$ cat config.mk
export PLATFORM = sky130hd
export DESIGN_NAME = calc_requester
export DESIGN_NICKNAME = d
export VERILOG_FILES = /design/src/rtl/calc_requester.sv
export SDC_FILE = /design/constraint.sdc
export NUM_CORES = 1
export LEC_CHECK = 0
export CORE_MARGIN = 2
export CORE_UTILIZATION = 45
export DETAILED_ROUTE_END_ITERATION = 7
export PLACE_DENSITY_LB_ADDON = 0.1
export SLEW_MARGIN = 25
export SYNTH_ARGS = -nofsm -noshare
export SYNTH_HDL_FRONTEND = slang
export SYNTH_SLANG_ARGS = --single-unit
$ cat constraint.sdc
create_clock -name clk -period 5.3 [get_ports clk]
set_input_delay 1.06 -clock clk [delete_from_list [all_inputs] [get_ports clk]]
set_output_delay 1.06 -clock clk [all_outputs]
set_load 0.01 [all_outputs]
$ cat src/rtl/calc_requester.sv
// calc_requester: host-side initiator for the calculator core.
// Accepts one request over valid/ready, launches it on the core with a
// multi-cycle start strobe, tracks the core's ready handshake with timeouts,
// and returns the captured result with error/timeout status.
module calc_requester #(
  parameter int unsigned START_CYCLES = 4,
  parameter int unsigned ACK_TIMEOUT  = 16,
  parameter int unsigned DONE_TIMEOUT = 512
) (
  input  logic        clk,
  input  logic        reset_n,
  input  logic        req_valid,
  input  logic [31:0] req_a,
  input  logic [31:0] req_b,
  input  logic [2:0]  req_op,
  output logic        req_ready,
  output logic [31:0] core_datoA,
  output logic [31:0] core_datoB,
  output logic [2:0]  core_op,
  output logic        core_start,
  input  logic [31:0] core_resultado,
  input  logic        core_ready,
  input  logic        core_error,
  output logic        rsp_valid,
  output logic [31:0] rsp_result,
  output logic        rsp_error,
  output logic        rsp_timeout,
  output logic        busy
);

  localparam int unsigned MAX_AD  = (ACK_TIMEOUT > DONE_TIMEOUT) ? ACK_TIMEOUT : DONE_TIMEOUT;
  localparam int unsigned CNT_MAX = (START_CYCLES > MAX_AD) ? START_CYCLES : MAX_AD;
  localparam int unsigned CNT_W   = $clog2(CNT_MAX + 1);
  // Ready held high this long after launch means the core finished without an ack
  // (unknown ops, div/mod by zero, or a core that never drops ready).
  localparam int unsigned NOACK_CYCLES = 8;
  localparam int unsigned HI_W         = 4;

  typedef enum logic [2:0] {
    S_IDLE,
    S_LAUNCH,
    S_WAIT_ACK,
    S_WAIT_DONE,
    S_RESPOND
  } state_t;

  state_t            state;
  logic [CNT_W-1:0]  cnt;
  logic [HI_W-1:0]   hi_cnt;
  logic              ack_seen;
  logic              core_ready_q;
  logic              core_error_q;
  logic [31:0]       core_result_q;

  // Register all core outputs; the FSM only looks at sampled values.
  always_ff @(posedge clk or negedge reset_n) begin
    if (!reset_n) begin
      core_ready_q  <= 1'b0;
      core_error_q  <= 1'b0;
      core_result_q <= 32'd0;
    end else begin
      core_ready_q  <= core_ready;
      core_error_q  <= core_error;
      core_result_q <= core_resultado;
    end
  end

  // Request sequencer: launch, ack/done tracking with timeouts, response strobe.
  always_ff @(posedge clk or negedge reset_n) begin
    if (!reset_n) begin
      state       <= S_IDLE;
      cnt         <= '0;
      hi_cnt      <= '0;
      ack_seen    <= 1'b0;
      req_ready   <= 1'b1;
      core_datoA  <= 32'd0;
      core_datoB  <= 32'd0;
      core_op     <= 3'd0;
      core_start  <= 1'b0;
      rsp_valid   <= 1'b0;
      rsp_result  <= 32'd0;
      rsp_error   <= 1'b0;
      rsp_timeout <= 1'b0;
      busy        <= 1'b0;
    end else begin
      rsp_valid <= 1'b0;
      case (state)
        S_IDLE: begin
          if (req_valid && req_ready) begin
            core_datoA <= req_a;
            core_datoB <= req_b;
            core_op    <= req_op;
            core_start <= 1'b1;
            cnt        <= CNT_W'(START_CYCLES - 1);
            ack_seen   <= 1'b0;
            req_ready  <= 1'b0;
            busy       <= 1'b1;
            state      <= S_LAUNCH;
          end
        end

        S_LAUNCH: begin
          // A fast core may already drop ready while start is still high.
          if (!core_ready_q) ack_seen <= 1'b1;
          if (cnt == '0) begin
            core_start <= 1'b0;
            hi_cnt     <= '0;
            state      <= S_WAIT_ACK;
          end else begin
            cnt <= cnt - CNT_W'(1);
          end
        end

        S_WAIT_ACK: begin
          if (ack_seen || !core_ready_q) begin
            cnt   <= '0;
            state <= S_WAIT_DONE;
          end else if (hi_cnt == HI_W'(NOACK_CYCLES - 1)) begin
            rsp_result  <= core_result_q;
            rsp_error   <= core_error_q;
            rsp_timeout <= 1'b0;
            rsp_valid   <= 1'b1;
            state       <= S_RESPOND;
          end else if (cnt == CNT_W'(ACK_TIMEOUT - 1)) begin
            rsp_result  <= 32'd0;
            rsp_error   <= core_error_q;
            rsp_timeout <= 1'b1;
            rsp_valid   <= 1'b1;
            state       <= S_RESPOND;
          end else begin
            cnt    <= cnt + CNT_W'(1);
            hi_cnt <= hi_cnt + HI_W'(1);
          end
        end

        S_WAIT_DONE: begin
          if (core_ready_q) begin
            rsp_result  <= core_result_q;
            rsp_error   <= core_error_q;
            rsp_timeout <= 1'b0;
            rsp_valid   <= 1'b1;
            state       <= S_RESPOND;
          end else if (cnt == CNT_W'(DONE_TIMEOUT - 1)) begin
            rsp_result  <= 32'd0;
            rsp_error   <= core_error_q;
            rsp_timeout <= 1'b1;
            rsp_valid   <= 1'b1;
            state       <= S_RESPOND;
          end else begin
            cnt <= cnt + CNT_W'(1);
          end
        end

        S_RESPOND: begin
          busy      <= 1'b0;
          req_ready <= 1'b1;
          state     <= S_IDLE;
        end

        default: begin
          core_start <= 1'b0;
          busy       <= 1'b0;
          req_ready  <= 1'b1;
          state      <= S_IDLE;
        end
      endcase
    end
  end

endmodule

## After elaboration in Yosys (flattened, before gate mapping)

Cells that the tools add are included.

| word-level totals | value |
|---|---|
| flip-flop bits (word level) | 157 |
| bits in latches | 0 |
| bits in read-only memories | 0 |
| input bits | 104 |
| bits in writable memories | 0 |
| logic and storage cells | 115 |
| output and inout bits | 105 |
| memories kept | 0 |

| cells by class | value |
|---|---|
| equal/unequal tests | 21 |
| multiplexer cells | 53 |
| divide/modulo/power cells | 0 |
| add/sub/neg operators | 3 |
| multiply operators | 0 |
| bitwise logic cells | 2 |
| reductions and logical operators | 19 |
| shifts and indexed selects | 0 |
| order comparisons | 0 |

Operator list:

| kind | count |
|---|---|
| two-way mux 32 bit | 5 |
| two-way mux 10 bit | 7 |
| one-hot mux 32 bit (2 select lines) | 1 |
| one-hot mux 10 bit (4 select lines) | 1 |
| two-way mux 3 bit | 7 |
| two-way mux 1 bit | 19 |
| inequality test 2 bit (second input constant) | 9 |
| two-way mux 4 bit | 4 |
| inequality test 3 bit (second input constant) | 4 |
| one-hot mux 1 bit (2 select lines) | 6 |
| one-hot mux 3 bit (4 select lines) | 1 |
| adder 10 x 1 -> 10 bit (second input constant) | 1 |
| equality test 10 x 4 -> 1 bit (second input constant) | 1 |
| equality test 10 x 9 -> 1 bit (second input constant) | 1 |
| logical NOT 10 bit | 1 |
| subtractor 10 x 1 -> 10 bit (second input constant) | 1 |
| one-hot mux 4 bit (2 select lines) | 1 |
| AND reduction 4 bit | 2 |
| AND reduction 7 bit | 1 |
| equality test 3 x 2 -> 1 bit (second input constant) | 2 |
| AND reduction 3 bit | 2 |
| nonzero test 2 bit | 3 |
| OR reduction 3 bit | 2 |
| AND reduction 5 bit | 1 |
| other kinds (13) | 15 |

## Depth between registers and ports, before layout

Gate-level depths: netlist (run 1).

| depth | value |
|---|---|
| depth in word-level cells | 5 |
| mapped depth | 10 |
| mapped depth without buffers | 7 |

## Worst setup path after synthesis (run 1)

No wires, ideal clock.

| timing path | value |
|---|---|
| kind | input-to-reg |
| from | in req_valid |
| to | reg core_datoA[15] |
| cell stages on the path | 5 |
| arrival | 2.069 ns |
| path buffers | 1 |
| required time | 5.175 ns |
| setup slack | 3.106 ns |
| setup time | 0.125 ns |
| cells stage by stage | nand2_1 nor2_1 nand2_1 clkbuf_1 mux2_2 |

| on the way | value |
|---|---|
| cells in the longest elaborated chain, start to end | 2 |

RTL lines:

| item | RTL line | text |
|---|---|---|
| start, declared | 12 | `input logic req_valid,` |
| logical AND 1 bit | 89 | `if (req_valid && req_ready) begin` |
| AND reduction 2 bit (no source line) | - |  |
| end signal, assigned | 90 | `core_datoA <= req_a;` |
| end, declared | 17 | `output logic [31:0] core_datoA,` |

Every way passes these cells.
A chain may end at the register's enable or synchronous reset.

## Final worst setup path (run 1)

| timing path | value |
|---|---|
| from | in req_valid |
| to | reg core_datoA[28] |

The elaborated chain is that of the path after synthesis.

==> results of run 1 <==
where the power goes:
part           internal (mW)  switching, mW
Clock                  0.740          0.477
Combinational           1.11          0.905
Sequential              1.62          0.298
through the flow:
stage                     utilization (%)  instances  hold slack (ns)  setup slack, ns
final                                65.7        895            0.446             2.28
after global routing                 65.7        895            0.482             2.10
after CTS                            65.7        895            0.452             2.26
after detailed placement             61.3        864            0.437             1.83
after global placement               61.3        864            0.425             1.89
after floorplan                         -        500            0.421             3.11
sequential cells by signal (all words and copies together), names as in the netlist, 3 cells and up:
register,flops
cnt,10
core_datoA,32
core_datoB,32
core_op,3
core_result_q,32
hi_cnt,4
rsp_result,32
state,3
path summary, 6_finish.rpt:
| path | from | to | slack, ns | cells past startpoint |
|---|---|---|---|---|
| max | req_valid | core_datoA[28] | 2.28 | 6 |
| min | core_error_q | rsp_error | 0.45 | 2 |
| max reg2reg | cnt[0] | cnt[2] | 2.33 | 7 |
| min reg2reg | core_error_q | rsp_error | 0.45 | 2 |
| max in group asynchronous | reset_n | core_datoA[17] | 3.54 | 2 |
| min in group asynchronous | reset_n | rsp_error | 0.69 | 1 |
worst max-delay path, stage by stage:
cell and delay, ns:
clkdlybuf4s50_1 0.40, nand2_1 0.12, nor2_1 0.07, nand2_2 0.75, buf_4 0.50, mux2_2 0.39
logic make-up after synthesis:
family / synth area share [%]
flops: 63.0
simple gates: 13.2
mux: 12.6
compound gates: 7.18
xor+xnor: 0.140
fa+ha+maj: 0.602
buf+inv: 3.27
synth_stat cells, drive strengths merged, types with 2 or more instances:
| cell type | count |
|---|---|
| a21o | 2 |
| a21oi | 9 |
| a221oi | 2 |
| a22oi | 4 |
| and2 | 2 |
| and3 | 2 |
| and3b | 2 |
| buf | 17 |
| clkbuf | 12 |
| dfrtp | 156 |
| ha | 3 |
| inv | 7 |
| mux2 | 68 |
| mux2i | 2 |
| nand2 | 79 |
| nand2b | 2 |
| nand3 | 40 |
| nand4 | 2 |
| nor2 | 15 |
| nor2b | 3 |
| nor3 | 3 |
| nor3b | 4 |
| nor4 | 9 |
| o21a | 3 |
| o21ai | 13 |
| o22ai | 5 |
| o31ai | 15 |
| or4 | 2 |
routing by layer:
layer | vias to the layer above | part of all wire, % | track usage (%)
met5 | - | 0 | 0
met4 | 0 | 1.9 | 7.97
met3 | 21 | 8.2 | 8.47
met2 | 166 | 53 | 36.3
met1 | 2268 | 37 | 25.2
li1 | 2159 | - | -
area by class of cell:
cell class | instances | area, sq um | area share [%]
clock inverter | 14 | 169 | 1.87
clock buffer | 17 | 425 | 4.72
inverter | 8 | 31.3 | 0.347
sequential | 157 | 3930 | 43.6
timing repair buffer | 213 | 2120 | 23.5
multi-input combinational | 306 | 2110 | 23.4
tap | 180 | 225 | 2.50
==> impl_metrics.py, run 1 <==
metrics = {
    "floorplan": {
        "core_area_sq_um": 13700,
        "num_rows": 43,
        "pin_count": 209,
        "die_w_um": 122,
        "die-area_sq_um": 14800,
        "start_util_pct": 45.5,
        "fp.dieH_um": 122,
    },
    "synth": {
        "synth.cell_area_sq_um": 6240,
        "syn_nets": 607,
        "synth_edf_count": 0,
        "yosysWarnings": 0,
        "avgSynthCellArea_sq_um": 12.5,
        "synthTopCellsByArea": "dfrtp_1 63%, mux2_2 12%, nand2_1 4.8%",
        "synth_top_area_cell": "dfrtp_1",
        "synth_top_area_share_pct": 62.6,
        "syn_inst": 500,
        "synth-seq-cells": 157,
        "async_reset_ff_share_pct": 100,
        "synth-seq-area-share_pct": 63.0,
        "synth_ff_type": "dfrtp_1",
        "synth_cell_types": 54,
    },
    "grt": {
        "grt-ovfl-total": 0,
        "grt_pass1_vias": 4781,
        "grt_max_degree": 82,
        "grt_pass1_wl_um": 24500,
        "antenna_found_initial": 0,
        "track_usage_pct": 21.6,
    },
    "job": {
        "max_cap_violations": 0,
    },
    "placement": {
        "placed_cell_area_sq_um": 8420,
        "gp_congestion": 0.792,
        "io_buffer_count": 208,
        "post-dp-hpwl_um": 10700,
    },
    "sta": {
        "fin_skew_ns": 0.00997,
        "relSlewSlack_pct": 32.8,
        "rsz0062_at_grt": "false",
        "period_share_pct": 57.1,
        "finalSetupViolCount": 0,
        "worst_slew_pin_slew_ns": 1.00,
        "max_freq_ghz": 0.331,
        "finalHoldViolCount": 0,
        "drv_slew": 0,
        "tns_ns": 0,
        "fin_crit_ns": 3.02,
    },
    "clocking": {
        "path_clk_slew_ns": 0.06,
        "cts_max_level": 4,
        "cts_buffer_depth": 2,
        "cts_setup_buffers": 0,
        "cts_made_buffers": 17,
        "cts_hold_buffers": 0,
        "postCtsResizedCells": 0,
        "cts_tree": "done",
        "insertion_delay_ns": 0.41,
        "root_buffer": "clkbuf_16",
        "clkSinkCount": 157,
    },
    "min_path": {
        "min_path_type": "flip-flop to flip-flop",
    },
    "finish": {
        "mostFrequentLayoutCell": "clkdlybuf4s50_1",
        "drive_gt1_share_pct": 16.4,
        "final_cell_mix": "207 x clkdlybuf4s50_1, 156 x dfrtp_1, 78 x nand2_1",
        "final_nets": 810,
        "area_delta_synth_final_pct": 44.4,
        "num-fill-cells": 1072,
        "final_area_sq_um": 9010,
        "antenna_cells": 0,
    },
    "worst_setup_path": {
        "cp_data_arrival_time_ns": 3.31,
        "startpoint_type": "primary input",
        "critical_path_class": "primary input to flip-flop",
        "critPathMaxFanout": 42,
        "cp_data_required_time_ns": 5.59,
        "cp-end-kind": "flip-flop",
    },
    "route": {
        "drc": 0,
        "viasPerCell": 5.16,
        "wirelength_um": 15500,
        "ant_nets": 0,
        "vias": 4614,
        "drtPass1Iterations": 4,
        "drtIter0Drc": 272,
        "post_drt_wl_per_cell_um": 17.4,
    },
    "power_and_ir_drop": {
        "power_density_nw_per_um2": 572,
        "peakVddDrop_mv": 0.304,
        "cellLeakagePower_nw": 4.00,
        "finalPower_mw": 5.15,
    },
    "run_status": {
        "status": "completed",
    },
}
Note: power is estimated with default switching activity, not from simulation.
==> run 2, diff against run 1 <==
- clock period: 5.3 -> 2.97 ns (I/O delays scaled with it)
==> impl_metrics.py, run 2 (same netlist as run 1, synthesis figures left out) <==
metrics = {
    "route": {
        "drtIter0Drc": 349,
        "ant_nets": 0,
        "vias": 4617,
        "post_drt_wl_per_cell_um": 16.9,
        "wirelength_um": 15100,
        "viasPerCell": 5.15,
        "drtPass1Iterations": 4,
        "drc": 0,
    },
    "finish": {
        "area_delta_synth_final_pct": 44.1,
        "fin_util_pct": 65.5,
        "final_cell_mix": "207 x clkdlybuf4s50_1, 156 x dfrtp_1, 78 x nand2_1",
        "antenna_cells": 0,
        "num-fill-cells": 1081,
        "final_area_sq_um": 8990,
        "final_nets": 811,
        "mostFrequentLayoutCell": "clkdlybuf4s50_1",
        "drive_gt1_share_pct": 16.0,
    },
    "sta": {
        "relSlewSlack_pct": 54.2,
        "drv_slew": 0,
        "max_freq_ghz": 0.407,
        "tns_ns": 0,
        "fin_crit_ns": 2.46,
        "fin_skew_ns": 0.00697,
        "finalSetupViolCount": 0,
        "finalHoldViolCount": 0,
        "rsz0062_at_grt": "false",
        "worst_slew_pin_slew_ns": 0.688,
        "period_share_pct": 82.8,
    },
    "min_path": {
        "min_path_type": "primary input to async pin",
    },
    "worst_setup_path": {
        "cp_data_arrival_time_ns": 2.74,
        "critPathMaxFanout": 12,
        "cp_data_required_time_ns": 3.25,
        "cp-end-kind": "flip-flop",
        "critical_path_class": "flip-flop to flip-flop",
        "startpoint_type": "flip-flop",
        "timing.critical_path.slowest_stage_cell": "nor3b_2",
        "max_stage_delay_ns": 0.46,
        "crit_chain": "inv_1 -> ha_1 -> nor3b_2 -> nand3_2 -> o32ai_2 -> buf_4 -> or2_1 -> o31ai_1",
    },
    "placement": {
        "placed_cell_area_sq_um": 8450,
        "gp_congestion": 0.835,
        "io_buffer_count": 208,
        "post-dp-hpwl_um": 10400,
    },
    "floorplan": {
        "start_util_pct": 45.5,
        "die-area_sq_um": 14800,
        "num_rows": 43,
        "die_w_um": 122,
        "core_area_sq_um": 13700,
        "fp.dieH_um": 122,
        "pin_count": 209,
    },
    "grt": {
        "grt_max_degree": 74,
        "grt_use_met3_pct": 8.71,
        "grt_pass1_wl_um": 24600,
        "grt-ovfl-total": 0,
        "antenna_found_initial": 0,
        "grt_pass1_vias": 4854,
        "grtUsageMet2_pct": 34.7,
        "busiest_layer": "met2",
        "use_met1_pct": 25.8,
        "track_usage_pct": 21.5,
    },
    "clocking": {
        "cts_buffer_depth": 2,
        "root_buffer": "clkbuf_16",
        "cts_max_level": 4,
        "cts_hold_buffers": 0,
        "cts_setup_buffers": 0,
        "cts_made_buffers": 17,
        "path_clk_slew_ns": 0.06,
        "insertion_delay_ns": 0.41,
        "postCtsResizedCells": 0,
        "clkSinkCount": 157,
        "cts_tree": "done",
    },
    "power_and_ir_drop": {
        "swShare_pct": 32.8,
        "sequentialPowerShare_pct": 37.9,
        "switching_power_mw": 2.95,
        "cellLeakagePower_nw": 3.99,
        "internal_power_mw": 6.06,
        "combPwrFrac_pct": 39.8,
        "power.share.clock_pct": 22.3,
        "peakVddDrop_mv": 0.563,
        "power_density_nw_per_um2": 1000,
    },
    "run_status": {
        "status": "completed",
    },
    "job": {
        "max_cap_violations": 0,
    },
}
-- run 2: changes by cell type in the layout (fill, tap and decap cells not counted) --
| cell | change |
|---|---|
| buf_4 | -1 |
| bufinv_16 | -2 |
| buf_12 | +2 |
| inv_6 | -1 |
| clkinvlp_4 | +1 |
| clkbuf_1 | +4 |
| clkinv_4 | -2 |
| clkbuf_8 | +1 |
-- run 2: area by class of cell --
type	count	area, sq um	area share (%)
clock buffer	22	454	5.05
tap	180	225	2.50
timing repair buffer	214	2150	23.9
inverter	8	31.3	0.348
sequential	157	3930	43.7
clock inverter	10	90.1	1.00
multi-input combinational	306	2110	23.4
-- run 2: path summary, 6_finish.rpt --
check,from,to,slack (ns),depth (start not counted)
min in group clk,core_error_q,rsp_error,0.45,2
max,cnt[0],cnt[4],0.51,8
min reg2reg,core_error_q,rsp_error,0.45,2
max in group asynchronous,reset_n,core_datoA[15],1.96,2
min,reset_n,rsp_result[28],0.21,1
max reg2reg,cnt[0],cnt[4],0.51,8
-- run 2: critical path, delay by kind of cell, from the launching register on --
family	cells	cell delay (ns)
AOI/OAI and AO/OA	2	0.35
adders and majority gates	1	0.21
buffers and inverters	2	0.38
DFF	1	0.43
and+or+nand+nor	3	0.95
-- run 2: power groups by stage --
stage	Clock (mW)	Sequential (mW)	Combinational, mW
floorplan	0	3.60	1.60
global placement	0	3.39	3.57
detailed placement	0	3.43	3.62
CTS	2.05	3.41	3.64
global route	2.15	3.52	3.89
finish	2.01	3.41	3.59
-- run 2: metal layers --
layer  share of wire [%]  vias up
li1                    -     2163
met1                  39     2276
met2                  51      149
met3                 7.8       29
met4                 2.4        0
met5                   0        -
-- run 2: stage by stage --
stage	hold WS [ns]	total power, mW	setup slack, ns	instances
2_1_floorplan	0.298	5.20	0.999	500
3_3_place_gp	0.425	6.97	0.697	865
3_5_place_dp	0.451	7.05	0.565	865
4_1_cts	0.224	9.10	0.549	897
5_1_grt	0.259	9.57	0.366	897
6_report	0.207	9.02	0.511	897
